`src/rtl/updown_counter.sv`:
```
// Up/down counter over the range 0..max with clamped load, wrap or saturate at
// the bounds, a one-cycle terminal-count pulse and a sticky bound-crossing flag.
module updown_counter #(
   parameter int unsigned BUS_WIDTH = 8,
   parameter int unsigned SATURATE  = 0,
   parameter int unsigned STEP      = 1
) (
   input  logic                 clk,
   input  logic                 rst_n,
   input  logic                 st,
   input  logic [BUS_WIDTH-1:0] X,
   input  logic                 en,
   input  logic                 dir,
   input  logic [BUS_WIDTH-1:0] max,
   input  logic                 clr_ovf,
   output logic [BUS_WIDTH-1:0] o,
   output logic                 tc,
   output logic                 ovf,
   output logic                 zero
);

   localparam logic [BUS_WIDTH:0] LP_STEP = (BUS_WIDTH+1)'(STEP);
   localparam bit                 LP_SAT  = (SATURATE != 0);

   logic [BUS_WIDTH-1:0] r_cnt;
   logic                 r_tc;
   logic                 r_ovf;

   logic [BUS_WIDTH:0]   w_sum;
   logic [BUS_WIDTH-1:0] w_diff;
   logic [BUS_WIDTH-1:0] w_load;
   logic                 w_up_bnd;
   logic                 w_dn_bnd;
   logic                 w_bnd;
   logic [BUS_WIDTH-1:0] w_next;

   // Sum kept one bit wider so an up step past 2^BUS_WIDTH-1 is still seen as > max.
   assign w_sum    = {1'b0, r_cnt} + LP_STEP;
   assign w_diff   = r_cnt - LP_STEP[BUS_WIDTH-1:0];
   assign w_up_bnd = (w_sum > {1'b0, max});
   assign w_dn_bnd = ({1'b0, r_cnt} < LP_STEP);
   assign w_load   = (X > max) ? max : X;
   assign w_bnd    = !st && en && (dir ? w_up_bnd : w_dn_bnd);

   always_comb begin
      w_next = r_cnt;
      if (st) begin
         w_next = w_load;
      end else if (en) begin
         if (dir) begin
            if (w_up_bnd) w_next = LP_SAT ? max : '0;
            else          w_next = w_sum[BUS_WIDTH-1:0];
         end else begin
            if (w_dn_bnd) w_next = LP_SAT ? '0 : max;
            else          w_next = w_diff;
         end
      end
   end

   // A boundary event on the same edge as clr_ovf leaves the flag set.
   always_ff @(posedge clk or negedge rst_n) begin
      if (!rst_n) begin
         r_cnt <= '0;
         r_tc  <= 1'b0;
         r_ovf <= 1'b0;
      end else begin
         r_cnt <= w_next;
         r_tc  <= w_bnd;
         r_ovf <= w_bnd | (r_ovf & ~clr_ovf);
      end
   end

   assign o    = r_cnt;
   assign tc   = r_tc;
   assign ovf  = r_ovf;
   assign zero = (r_cnt == '0);

endmodule

```
`config.mk`:
```
export PLATFORM = sky130hd
export DESIGN_NAME = updown_counter
export DESIGN_NICKNAME = d
export VERILOG_FILES = /design/src/rtl/updown_counter.sv
export SDC_FILE = /design/constraint.sdc
export NUM_CORES = 1
export LEC_CHECK = 0
export CORE_MARGIN = 2
export CORE_UTILIZATION = 50
export DETAILED_ROUTE_END_ITERATION = 7
export PLACE_DENSITY = 0.77
export SLEW_MARGIN = 20
export SYNTH_ARGS = -nofsm -noshare
export SYNTH_HDL_FRONTEND = slang
export SYNTH_SLANG_ARGS = --single-unit
```
`constraint.sdc`:
```
create_clock -name clk -period 3.7 [get_ports clk]
set_clock_uncertainty 0.1 [all_clocks]
set_input_delay 0.555 -clock clk [delete_from_list [all_inputs] [get_ports clk]]
set_output_delay 0.555 -clock clk [all_outputs]
set_load 0.01 [all_outputs]
```
==> impl_results.md, run 1 <==
* Drt initial violations at 48
* Seq pwr share at 0.302
* Final setup violation count at 0
* Vias in the first global route at 1,401
* Net Sw Frac at 0.408
* Die Ht at 56.0 um
* CP Launch Type: flip-flop
* Clock Tree Buf Depth at 2
* # clock sinks at 10
* Relative slew slack at 0.645
* Critical Path Max Stage Delay at 0.55 ns
* Share of cells above drive strength 1 at 0.0561
* Residual DRC at 0
* Global-route met1 utilization at 0.314
* Maxcap violations at 0
* Worst skew pair latency at 0.27 ns
* Vias/cell at 6.12
* Nets at 238
* Largest net degree at the start of global routing at 12
* Worst setup margin at 0.520 ns
* Die area at 0.00313 sq mm
* TritonCTS clock tree: yes
* RSZ-0062 raised after global routing: no
* Critical-path cell list: ha_1 -> nand3_1 -> nor2_1 -> xor2_1 -> ha_1 -> nand3_1 -> nor3_1 -> a211oi_1 -> nor3_1 -> nand2_1 -> o221ai_1
* Worst Tran Pin Value at 0.529 ns
* Crit path kind: reg -> reg
* Vias post-DR at 1,382
* CTS Buf Count at 3
* Crit path required time at 3.78 ns
* GR peak layer: met2
* FMAX at 314 MHz
* Mapped Cells at 167
* P&R area growth vs syn at 24.7%
* Clock-pin slew on the worst setup and hold paths at 0.07 ns
* Syn avg cell area at 8.08 sq um
* Top post-synthesis cells by area: dfrtp_1, ha_1, a21oi_1
* Top_reg_cell synth: dfrtp_1
* Initial antenna violation count at 0
* I/O pin count at 33
* Global-route wire length before repair at 6290 um
* Tot Pwr at 558 uW
* Place WS at 0.420 ns
* Placement Cell Area at 0.00165 sq mm
* Top cell type's share of synthesized area at 0.185
* Final Hold Vio Count at 0
* Detail Route Antenna Nets at 0
* Root buf cell: clkbuf_4
* Async SR Flop Fraction at 1.00
* Setup repair bufs after CTS at 0
* Std-Cell Rows at 18
* Total of warnings raised by yosys at 0
* Post-Route WL at 3700 um
* Leakage at 0.756 nW
* CP arrival at 3.26 ns
* Hpwl dp at 2920 um
* Drt wl/cell at 16.4 um
* Post-synth EDFFs at 0
* Met2 Track Usage GR at 0.442
* P_sw at 227 uW
* Fin crit share at 0.860
* CP max FO at 10
* Die X at 56.0 um
* Comb pwr share at 0.517
* Int Pwr at 330 uW
* Final TNS setup at 0 ns
* Met3 Use GR at 0.0442
* CP max-delay cell: dfrtp_1
* PD cells at 332 mW/mm^2
* CP endpoint kind: flip-flop
* Synth area leader: dfrtp_1
* Clk network pwr share at 0.181
* Post-CTS Hold Buffers at 0
* Design area at 0.00168 sq mm
* H-tree Lvls at 1
* Initial core utilization at 0.535
* Diode count at 0
* Fin crit period at 3.18 ns
* Count of pins over their slew limit at 0
* PortBufs at 32
* Seq cells post-synth at 10
* Total iterations of the first detailed-routing run at 4
* Fin util at 0.667
* Min-Delay Path Class: reg -> reg
* Synth cell types at 42
* Outcome: finished clean
* Register area share after synthesis at 0.185
* Syn_nets at 208
* Cell Area, Synth at 0.00135 sq mm
* Routability cong. at 0.915
* Cts repair resizes at 0
* Peak VDD IR at 0.313 mV
* Overflow left after global routing at 0
* GRT Util Overall at 0.252
* Core Area at 0.00252 sq mm
[final cells by class]
| cell class | instances | area [sq um] |
|---|---|---|
| Timing Repair Buffer | 32 | 320 |
| Inverter | 14 | 52.6 |
| Fill cell | 222 | 840 |
| Tap cell | 30 | 37.5 |
| Multi-Input combinational cell | 136 | 986 |
| Sequential cell | 10 | 250 |
| Clock buffer | 4 | 36.3 |
[metal layers]
| metal | vias up | wire, um |
|---|---|---|
| li1 | 682 | - |
| met1 | 652 | 1630 |
| met2 | 42 | 1860 |
| met3 | 6 | 158 |
| met4 | 0 | 49 |
| met5 | - | 0 |
[metrics by stage]
step | std cells | hold slack, ns
after floorplan | 167 | 0.159
after global placement | 222 | 0.427
after global routing | 226 | 0.473
final | 226 | 0.439
after detailed placement | 222 | 0.431
after CTS | 226 | 0.442
[cell usage after synthesis (4+ instances only)]
cell	number
dfrtp_1	10
a21oi_1	11
nor2_1	9
ha_1	19
inv_1	14
buf_6	4
nand2_1	12
mux2i_1	4
o21ai_0	9
nor2b_1	4
o211ai_1	4
nand3_1	9
a221o_1	4
xor2_1	4
nor3_1	7
[sequential cells by signal, indices dropped and copies added, names as in the netlist]
register / flops
o: 8
ovf: 1
tc: 1
[cells by family (layout without fill, tap and decap cells)]
kind of cell	after synthesis	in the layout	share of synthesized area
XOR/XNOR	7	7	0.0454
flip-flops	10	10	0.185
multiplexers	7	7	0.0547
adder cells (fa/ha/maj)	19	19	0.176
AO/OA/AOI/OAI	49	49	0.246
AND/OR/NAND/NOR	54	54	0.209
buffers and inverters	21	50	0.0843
[power groups by stage]
stage / registers [mW] / clock network (mW) / logic, mW
6_report: 0.169 / 0.101 / 0.288
5_1_grt: 0.171 / 0.108 / 0.317
4_1_cts: 0.167 / 0.103 / 0.286
3_5_place_dp: 0.169 / 0 / 0.284
3_3_place_gp: 0.167 / 0 / 0.280
2_1_floorplan: 0.154 / 0 / 0.202
[cell usage in the layout, fill, tap and decap left out, types with 7 or more instances in the layout]
cell type / netlist / layout
a21oi_1: 11 / 11
clkdlybuf4s50_1: 0 / 32
dfrtp_1: 10 / 10
ha_1: 19 / 19
inv_1: 14 / 14
nand2_1: 12 / 12
nand3_1: 9 / 9
nor2_1: 9 / 9
nor3_1: 7 / 7
o21ai_0: 9 / 9
[critical path: cells and delay by family, from the launching register on]
| kind | cells | cell delay, ns |
|---|---|---|
| compound gates | 2 | 0.35 |
| xor+xnor | 1 | 0.10 |
| fa+ha+maj | 2 | 0.57 |
| flops | 1 | 0.55 |
| simple gates | 6 | 1.42 |
[worst paths after layout]
check,startpoint,to,slack [ns],cells after the start
max,o[0],o[5],0.52,11
min,ovf,ovf,0.44,2
max reg2reg,o[0],o[5],0.52,11
min reg2reg,ovf,ovf,0.44,2
max in group asynchronous,rst_n,o[2],2.68,1
min in group asynchronous,rst_n,o[5],0.50,1
Power figures use the tool's default switching activity.
==> run 2, diff against run 1 <==
--- a/config.mk
+++ b/config.mk
@@ -8,6 +8,7 @@
 export CORE_MARGIN = 2
 export CORE_UTILIZATION = 50
 export DETAILED_ROUTE_END_ITERATION = 7
+export HOLD_SLACK_MARGIN = 0.1
 export PLACE_DENSITY = 0.77
 export SLEW_MARGIN = 20
 export SYNTH_ARGS = -nofsm -noshare
==> results of run 2 <==
The final DEF is identical to that of run 1; final timing and power are the same.
